$ cat src/rtl/redmule_pkg.sv
// Shared types and default array geometry for the RedMulE X-operand loader.
package redmule_pkg;

    typedef enum logic [1:0] {FP32, FP16, FP8, FP16ALT} fp_format_e;

    function automatic int unsigned fp_width(input fp_format_e fmt);
        case (fmt)
            FP32:    return 32;
            FP8:     return 8;
            default: return 16;
        endcase
    endfunction

    localparam int unsigned ARRAY_HEIGHT = 3;
    localparam int unsigned ARRAY_WIDTH  = 8;
    localparam int unsigned X_DW         = 288;
    localparam int unsigned X_BITW       = fp_width(FP16);
    localparam int unsigned X_TOT_DEPTH  = ARRAY_HEIGHT * (X_DW / (ARRAY_HEIGHT * X_BITW));
    localparam int unsigned X_ROWS_W     = $clog2(ARRAY_WIDTH) + 1;
    localparam int unsigned X_COLS_W     = $clog2(X_TOT_DEPTH) + 1;
    localparam int unsigned X_TILES_W    = 16;

    typedef enum logic [1:0] {IDLE, FILL, WAIT_FULL, WAIT_EMPTY} x_loader_state_e;

    // Job configuration captured on the start pulse.
    typedef struct packed {
        logic [X_ROWS_W-1:0]  rows_lftovr;
        logic [X_COLS_W-1:0]  cols_lftovr;
        logic [X_TILES_W-1:0] n_tiles;
    } x_loader_cfg_t;

endpackage

$ cat src/rtl/redmule_x_col_mask.sv
// Combinational per-element zero mask: elements at index >= cols_i are cleared,
// cols_i == 0 passes the whole row.
module redmule_x_col_mask #(
    parameter int unsigned DW     = 288,
    parameter int unsigned BITW   = 16,
    parameter int unsigned COLS_W = 6
) (
    input  logic [DW-1:0]     data_i,
    input  logic [COLS_W-1:0] cols_i,
    output logic [DW-1:0]     data_o
);

    localparam int unsigned N_ELEM = DW / BITW;

    always_comb begin
        data_o = data_i;
        for (int unsigned e = 0; e < N_ELEM; e++) begin
            if ((cols_i != '0) && (COLS_W'(e) >= cols_i)) begin
                data_o[e*BITW +: BITW] = '0;
            end
        end
    end

endmodule

$ cat src/rtl/redmule_x_loader.sv
// RedMulE X-operand loader: accepts streamer rows, masks leftover columns and loads the X buffer
// tile by tile. Optional perf counters: `define REDMULE_X_LOADER_PERF_EN.
module redmule_x_loader
    import redmule_pkg::*;
#(
    parameter int unsigned  DW        = 288,
    parameter fp_format_e   FpFormat  = FP16,
    parameter int unsigned  Height    = ARRAY_HEIGHT,
    parameter int unsigned  Width     = ARRAY_WIDTH,
    localparam int unsigned BITW      = fp_width(FpFormat),
    localparam int unsigned D         = DW / (Height * BITW),
    localparam int unsigned TOT_DEPTH = Height * D,
    localparam int unsigned ROWS_W    = $clog2(Width) + 1,
    localparam int unsigned COLS_W    = $clog2(TOT_DEPTH) + 1
) (
    input  logic              clk_i,
    input  logic              rst_i,
    input  logic              clear_i,
    input  logic              cfg_valid_i,
    input  logic [ROWS_W-1:0] cfg_rows_lftovr_i,
    input  logic [COLS_W-1:0] cfg_cols_lftovr_i,
    input  logic [15:0]       cfg_n_tiles_i,
    input  logic              x_stream_valid_i,
    input  logic [DW-1:0]     x_stream_data_i,
    output logic              x_stream_ready_o,
    output logic              x_load_o,
    output logic [DW-1:0]     x_data_o,
    input  logic              x_full_i,
    input  logic              x_empty_i,
`ifdef REDMULE_X_LOADER_PERF_EN
    output logic [31:0]       stall_cnt_o,
    output logic [31:0]       wait_cnt_o,
`endif
    output logic              busy_o,
    output logic              done_o
);

    x_loader_state_e      state_q, state_d;
    x_loader_cfg_t        cfg_q, cfg_d;
    logic [ROWS_W-1:0]    row_cnt_q, row_cnt_d;
    logic [X_TILES_W-1:0] tile_cnt_q, tile_cnt_d;
    logic                 load_q, load_d;
    logic [DW-1:0]        data_q, data_d;
    logic                 done_q, done_d;

    logic [ROWS_W-1:0]    rows_lftovr;
    logic [ROWS_W-1:0]    row_lim;
    logic [COLS_W-1:0]    cols_lftovr;
    logic                 last_tile;
    logic                 accept;
    logic                 cfg_accept;
    logic [DW-1:0]        masked_data;

    assign rows_lftovr = ROWS_W'(cfg_q.rows_lftovr);
    assign cols_lftovr = COLS_W'(cfg_q.cols_lftovr);
    assign last_tile   = (tile_cnt_q == (cfg_q.n_tiles - X_TILES_W'(1)));
    assign row_lim     = (last_tile && (rows_lftovr != '0)) ? rows_lftovr : ROWS_W'(Width);

    // Ready falls in the same cycle the row count hits the tile limit.
    assign x_stream_ready_o = (state_q == FILL) && (row_cnt_q < row_lim);
    assign accept           = x_stream_ready_o && x_stream_valid_i;
    assign cfg_accept       = (state_q == IDLE) && cfg_valid_i;

    redmule_x_col_mask #(
        .DW     (DW),
        .BITW   (BITW),
        .COLS_W (COLS_W)
    ) i_col_mask (
        .data_i (x_stream_data_i),
        .cols_i (cols_lftovr),
        .data_o (masked_data)
    );

    always_comb begin
        state_d    = state_q;
        cfg_d      = cfg_q;
        row_cnt_d  = row_cnt_q;
        tile_cnt_d = tile_cnt_q;
        load_d     = accept;
        data_d     = accept ? masked_data : data_q;
        done_d     = 1'b0;

        case (state_q)
            IDLE: begin
                if (cfg_valid_i) begin
                    cfg_d.rows_lftovr = X_ROWS_W'(cfg_rows_lftovr_i);
                    cfg_d.cols_lftovr = X_COLS_W'(cfg_cols_lftovr_i);
                    cfg_d.n_tiles     = cfg_n_tiles_i;
                    row_cnt_d         = '0;
                    tile_cnt_d        = '0;
                    if (cfg_n_tiles_i == '0) begin
                        done_d = 1'b1;
                    end else begin
                        state_d = FILL;
                    end
                end
            end
            FILL: begin
                if (accept) begin
                    row_cnt_d = row_cnt_q + ROWS_W'(1);
                    if (row_cnt_d == row_lim) begin
                        state_d = WAIT_FULL;
                    end
                end
            end
            // Full has priority; empty is only looked at once in WAIT_EMPTY.
            WAIT_FULL: begin
                if (x_full_i) begin
                    tile_cnt_d = tile_cnt_q + X_TILES_W'(1);
                    if (tile_cnt_d == cfg_q.n_tiles) begin
                        done_d  = 1'b1;
                        state_d = IDLE;
                    end else begin
                        state_d = WAIT_EMPTY;
                    end
                end
            end
            WAIT_EMPTY: begin
                if (x_empty_i) begin
                    state_d   = FILL;
                    row_cnt_d = '0;
                end
            end
            default: state_d = IDLE;
        endcase
    end

    always_ff @(posedge clk_i) begin
        if (rst_i || clear_i) begin
            state_q    <= IDLE;
            cfg_q      <= '0;
            row_cnt_q  <= '0;
            tile_cnt_q <= '0;
            load_q     <= 1'b0;
            data_q     <= '0;
            done_q     <= 1'b0;
        end else begin
            state_q    <= state_d;
            cfg_q      <= cfg_d;
            row_cnt_q  <= row_cnt_d;
            tile_cnt_q <= tile_cnt_d;
            load_q     <= load_d;
            data_q     <= data_d;
            done_q     <= done_d;
        end
    end

    assign x_load_o = load_q;
    assign x_data_o = data_q;
    assign done_o   = done_q;
    assign busy_o   = (state_q != IDLE);

`ifdef REDMULE_X_LOADER_PERF_EN
    logic [31:0] stall_cnt_q, stall_cnt_d;
    logic [31:0] wait_cnt_q, wait_cnt_d;

    // Saturating stall / wait-for-empty counters, restarted by each accepted job.
    always_comb begin
        stall_cnt_d = stall_cnt_q;
        wait_cnt_d  = wait_cnt_q;
        if (cfg_accept) begin
            stall_cnt_d = '0;
            wait_cnt_d  = '0;
        end else begin
            if (x_stream_ready_o && !x_stream_valid_i && (stall_cnt_q != '1)) begin
                stall_cnt_d = stall_cnt_q + 32'd1;
            end
            if ((state_q == WAIT_EMPTY) && (wait_cnt_q != '1)) begin
                wait_cnt_d = wait_cnt_q + 32'd1;
            end
        end
    end

    always_ff @(posedge clk_i) begin
        if (rst_i || clear_i) begin
            stall_cnt_q <= '0;
            wait_cnt_q  <= '0;
        end else begin
            stall_cnt_q <= stall_cnt_d;
            wait_cnt_q  <= wait_cnt_d;
        end
    end

    assign stall_cnt_o = stall_cnt_q;
    assign wait_cnt_o  = wait_cnt_q;
`else
    logic unused_cfg_accept;
    assign unused_cfg_accept = cfg_accept;
`endif

endmodule

$ cat config.mk
export PLATFORM = sky130hd
export DESIGN_NAME = redmule_x_loader
export DESIGN_NICKNAME = d
export VERILOG_FILES = /design/src/rtl/redmule_pkg.sv /design/src/rtl/redmule_x_col_mask.sv /design/src/rtl/redmule_x_loader.sv
export SDC_FILE = /design/constraint.sdc
export NUM_CORES = 1
export LEC_CHECK = 0
export CORE_AREA = 2 2 237 239
export DETAILED_ROUTE_END_ITERATION = 8
export DIE_AREA = 0 0 239 241
export REMOVE_ABC_BUFFERS = 1
export SLEW_MARGIN = 20
export SYNTH_ARGS = -nofsm -noshare
export SYNTH_HDL_FRONTEND = slang
export SYNTH_SLANG_ARGS = --single-unit
$ cat constraint.sdc
create_clock -name clk_i -period 4.7 [get_ports clk_i]
set_input_delay 0.94 -clock clk_i [delete_from_list [all_inputs] [get_ports clk_i]]
set_output_delay 0.94 -clock clk_i [all_outputs]
set_load 0.02 [all_outputs]
# After elaboration in Yosys (flattened, before gate mapping)
# Cells that the tools add are included.
[op_classes] add_sub_neg=3 magnitude_cmp=19 eq_ne=12 muxes=39 reduce_logical=33
[op_table] cell="two-way mux 16 bit" count=20
[op_table] cell=">= comparator 4 x 6 -> 1 bit (first input constant)" count=8
[op_table] cell="== test 16 bit" count=2
[op_table] cell="one-hot mux 16 bit (2 select lines)" count=1
[op_table] cell=">= comparator 3 x 6 -> 1 bit (first input constant)" count=4
[op_table] cell="logical AND 1 bit" count=21
[op_table] cell="adder 16 x 1 -> 16 bit (second input constant)" count=1
[op_table] cell="zero test 16 bit" count=1
[op_table] cell="two-way mux 4 bit" count=4
[op_table] cell="subtractor 16 x 1 -> 16 bit (second input constant)" count=1
[op_table] cell="two-way mux 2 bit" count=7
[op_table] cell=">= comparator 1 x 6 -> 1 bit (first input constant)" count=2
[op_table] cell=">= comparator 2 x 6 -> 1 bit (first input constant)" count=2
[op_table] cell=">= comparator 5 x 6 -> 1 bit (first input constant)" count=2
[op_table] cell="one-hot mux 4 bit (3 select lines)" count=1
[op_table] cell="!= test 2 bit (second input constant)" count=5
[op_table] cell="one-hot mux 2 bit (4 select lines)" count=1
[op_table] cell="AND reduction 6 bit" count=1
[op_table] cell="nonzero test 6 bit" count=1
[op_table] cell="adder 4 x 1 -> 4 bit (second input constant)" count=1
[op_table] cell="== test 2 bit (second input constant)" count=2
[op_table] cell="== test 4 bit" count=1
[op_table] cell="less-than comparator 4 bit" count=1
[op_table] cell="two-way mux 1 bit" count=4
[op_table] cell="11 further kinds" count=12
[word_totals] reg_bits=338 input_bits=321 word_cells=115

# Logic depth before layout (Yosys ltp)
[logic_depth] word_depth=9 depth_mapped=21 depth_no_buf=18

# Modules after synthesis
# Synthesis repeated with hierarchy kept, for this count alone.
[hier_totals] hier_cells=2071 hier_area_um2=15255.9
[by_module_without_submodules] module="redmule_x_loader" instances=1 cells_per_inst=1724 area_each_um2=13147.6 seq_area_each_um2=6766.5
[by_module_without_submodules] module="redmule_x_col_mask" instances=1 cells_per_inst=347 area_each_um2=2108.3 seq_area_each_um2=0.0

# Worst setup path before layout
# Ideal clock, no wire load.
[synth_timing] path_type="register to register" start="reg cfg_q[8] in the netlist's numbering" end="reg data_q[182] (netlist: x_data_o[182])" setup_ps=60 arrival_time_ps=4646 t_required_ps=4640 slack_ps=-5 stages_incl_launch_ff=19 path_cell_list="dfxtp_1 > buf_6 > or3_4 > or4b_1 > a211o_1 > a211oi_1 > nand3_1 > nor3b_1 > nand2_1 > ha_1 > nor2b_1 > o21a_1 > o21a_1 > nor4b_1 > nand2_1 > clkbuf_1 > a21oi_1 > clkbuf_1 > a22o_1"
[synth_between] elab_chain_cells=7
[synth_lines] item="start, declared" line_no="redmule_x_loader.sv:39" rtl="x_loader_cfg_t cfg_q, cfg_d;"
[synth_lines] item="start signal, assigned" line_no="redmule_x_loader.sv:139" rtl="cfg_q <= cfg_d;"
[synth_lines] item="subtractor 16 x 1 -> 16 bit" line_no="redmule_x_loader.sv:56" rtl="assign last_tile = (tile_cnt_q == (cfg_q.n_tiles - X_TILES_W'(1)));"
[synth_lines] item="== test 16 bit" line_no="redmule_x_loader.sv:56"
[synth_lines] item="logical AND 1 bit" line_no="redmule_x_loader.sv:57" rtl="assign row_lim = (last_tile && (rows_lftovr != '0)) ? rows_lftovr : ROWS_W'(Width);"
[synth_lines] item="two-way mux 4 bit" line_no="redmule_x_loader.sv:57"
[synth_lines] item="less-than comparator 4 bit" line_no="redmule_x_loader.sv:60" rtl="assign x_stream_ready_o = (state_q == FILL) && (row_cnt_q < row_lim);"
[synth_lines] item="logical AND 1 bit" line_no="redmule_x_loader.sv:60"
[synth_lines] item="logical AND 1 bit" line_no="redmule_x_loader.sv:61" rtl="assign accept = x_stream_ready_o && x_stream_valid_i;"
[synth_lines] item="end signal, assigned" line_no="redmule_x_loader.sv:143" rtl="data_q <= data_d;"
[synth_lines] item="end, declared" line_no="redmule_x_loader.sv:43" rtl="logic [DW-1:0] data_q, data_d;"
# No other way between the ends.
# A chain may end at the register's enable or synchronous reset.

# Final worst setup path
[layout_timing] start="reg cfg_q[9] in the netlist's numbering" end="out x_stream_ready_o"
[layout_between] elab_chain_cells=6
[layout_lines] item="subtractor 16 x 1 -> 16 bit" line_no="redmule_x_loader.sv:56"
[layout_lines] item="== test 16 bit" line_no="redmule_x_loader.sv:56"
[layout_lines] item="logical AND 1 bit" line_no="redmule_x_loader.sv:57"
[layout_lines] item="two-way mux 4 bit" line_no="redmule_x_loader.sv:57"
[layout_lines] item="less-than comparator 4 bit" line_no="redmule_x_loader.sv:60"
[layout_lines] item="logical AND 1 bit" line_no="redmule_x_loader.sv:60"
[layout_lines] item="end, declared" line_no="redmule_x_loader.sv:25" rtl="output logic x_stream_ready_o,"
# No other way between the ends.

==> out/qor.yml <==
power_density_mw_per_mm2: 332
p_total_mw: 7.00
crit_type: "reg2out"
end_kind: "output pin"
rr_worst_depth: 18
use_met1_pct: 20.7
cts_root_buffer: "clkbuf_16"
path_cells: "or3_4 > or4b_4 > a211o_1 > a211oi_2 > nand3_2 > nor3b_2 > nand2_1 > ha_1 > nor2b_1 > o21a_1 > o21a_1 > nor3_2 > buf_4"
place_area_mm2: 0.0196
netlist_instances: 1176
gp_congestion: 0.847
use_met2_pct: 31.1
grt_max_degree: 64
cts_buffers: 40
clock-sinks: 338
std_cell_rows: 86
grt_setup_unrepaired: "yes"
clock_path_buffers: 3
crit_path_frequent_cell: "o21a_1"
io_pins: 613
post-dp-hpwl_um: 43600
syn_avg_cell_area_um2: 10.4
crit_path_max_incr_delay_ns: 0.52
worst-path-buf-inv: 1
slew_violations: 0
drt_iter0_drc: 765
worstMarginPinSlew_ns: 0.981
insertion_delay_ns: 0.57
critical_path_required_ns: 3.76
start_util_pct: 22.4
die_h_um: 241
nets: 2130
area_growth_pct: 71.9
violations: "negative setup slack"
yosysSeqAreaShare_pct: 55.1
start_kind: "flop"
cts-htree-levels: 2
crit_cells: 13
cts_tree: "done"
hold_viol_final: 0
portBuffers: 612
maxCapViolCount: 0
final_common_cell: "clkdlybuf4s50_1"
wl_per_cell_um: 21.7
top_usage_layer: "met2"
status: "finished, violations left"
async_flop_share_pct: 0
worstHoldPathType: "reg2reg"
grt_pass1_wl_um: 76800
antenna_found_initial: 11
grtUsageTotal_pct: 17.8
setup_ws_ns: -0.0177
worstHoldPathCells: 2
grt_use_met3_pct: 5.46
max_freq_ghz: 0.212
coreArea_mm2: 0.0549
setup_violations: 1
drc: 0
totalWireLength_um: 55100
postLayoutCellArea_mm2: 0.0211
path_delay_family: "simple AND/OR/NAND/NOR gates"
irDropWorstVdd_uv: 239
die_w_um: 239
final_cell_mix: "clkdlybuf4s50_1 (611), dfxtp_1 (337), a22o_1 (272)"
first_global_vias: 11558
synth-seq-cells: 338
cts.reportedPaths.clkPinSlew_ns: 0.05
dr_total_vias: 12040
syn_area_mm2: 0.0123
p_leak_nw: 7.82
cts_hold_buffers: 0
crit_arrival_ns: 3.78
ys_warn_count: 0
drt-vias-per-instance: 4.74
period_share_pct: 100
critPathMaxFanout: 2
tns_ns: -0.0177
fillers: 5339
maxSlewHeadroom_pct: 34.1
regArea_mm2: 0.00677
drive_gt1_share_pct: 8.76
whs_ns: 0.472
postRouteAntennaNets: 0
die-area_mm2: 0.0576
crit_slowest_cell: "or4b_4"
pre_cts_slack_ns: 0.133
fin_crit_ns: 4.72
multi_input_area_mm2: 0.00520
gr-total-overflow: 0
ys.flop_type: "dfxtp_1"
synth_cell_types: 55
dr.pass1.iters: 5
fin_skew_ns: 0.0268
synth_edf_count: 0
stage by stage:
step | util [%] | std cells
CTS | 38.4 | 2531
finish | 38.5 | 2539
detailed placement | 35.7 | 2455
global route | 38.4 | 2534
global placement | 35.7 | 2455
floorplan | - | 1086
worst min-delay path: stages (launching register included):
cell and delay (ns):
dfxtp_1 0.31, nand2_1 0.06, a21oi_1 0.05
final timing paths:
path | from | to | slack [ns]
setup / recovery | cfg_q[9] | x_stream_ready_o | -0.02
hold / removal | cfg_q[15] | cfg_q[15] | 0.47
setup reg to reg | cfg_q[9] | x_data_o[228] | 0.28
hold reg to reg | cfg_q[15] | cfg_q[15] | 0.47
what timing repair did:
item,in CTS,in global routing
gates resized for setup,7,6
setup buffers,5,0
endpoints found under the setup margin,1,1
pin swaps,5,0
area by class of cell:
| type | instances | share of cell area [%] |
|---|---|---|
| Antenna cell | 8 | 0.0948 |
| Clock buffer | 56 | 5.64 |
| Clock inverter | 15 | 1.06 |
| Inverter | 16 | 0.285 |
| Multi-Input combinational cell | 732 | 24.7 |
| Sequential cell | 338 | 32.1 |
| Tap cell | 704 | 4.17 |
| Timing Repair Buffer | 670 | 32.0 |
layer usage:
layer	vias to the layer above	wire length [µm]	part of all wire [%]
met1	5770	21700	39
met3	93	4580	8.3
li1	5650	-	-
met5	-	13	0.024
met4	2	1680	3.0
met2	525	27100	49
sequential cells by signal, indices dropped and copies added, names as in the netlist:
register,count
cfg_q,16
cols_lftovr,6
done_o,1
row_cnt_q,4
rows_lftovr,4
state_q,2
tile_cnt_q,16
x_data_o,288
x_load_o,1
cells by family after synthesis:
| group | Yosys count | synth area share [%] |
|---|---|---|
| AO/OA/AOI/OAI | 407 | 26.2 |
| adder cells (fa/ha/maj) | 11 | 1.12 |
| XOR/XNOR | 32 | 2.28 |
| buffers and inverters | 106 | 3.34 |
| multiplexers | 19 | 1.55 |
| flip-flops | 338 | 55.1 |
| AND/OR/NAND/NOR | 263 | 10.4 |
report_power, final:
part           leakage [nW]  switching (mW)  total [mW]  internal (mW)
registers              2.73          0.0349        2.95           2.91
clock network         0.686            1.31        3.26           1.95
logic                  4.40           0.364       0.794          0.430
synthesized netlist by cell type, drive strengths merged, types with 2 or more instances:
cell type	instances	area (µm²)
nand4	8	56.3
nor4b	2	17.5
o21ai	26	130
xor2	17	149
a22o	272	2380
nor3b	3	22.5
or4	4	30.0
buf	7	38.8
a31oi	7	50.1
o21a	3	22.5
or2	5	31.3
o211a	2	20.0
nand3	18	90.1
clkbuf	83	312
xnor2	15	131
nand2	79	297
ha	11	138
nor2b	8	50.1
nor2	72	270
nor3	15	75.1
a211oi	6	50.1
and2	4	25.0
a311oi	3	26.3
a21oi	59	295
a22oi	4	30.0
nand2b	9	56.3
or3	9	61.3
nor4	22	150
a41oi	3	26.3
o211ai	9	67.6
inv	16	60.1
a21o	3	22.5
mux2i	19	190
and4	2	17.5
dfxtp	338	6770
(Power assumes the default switching activity.)
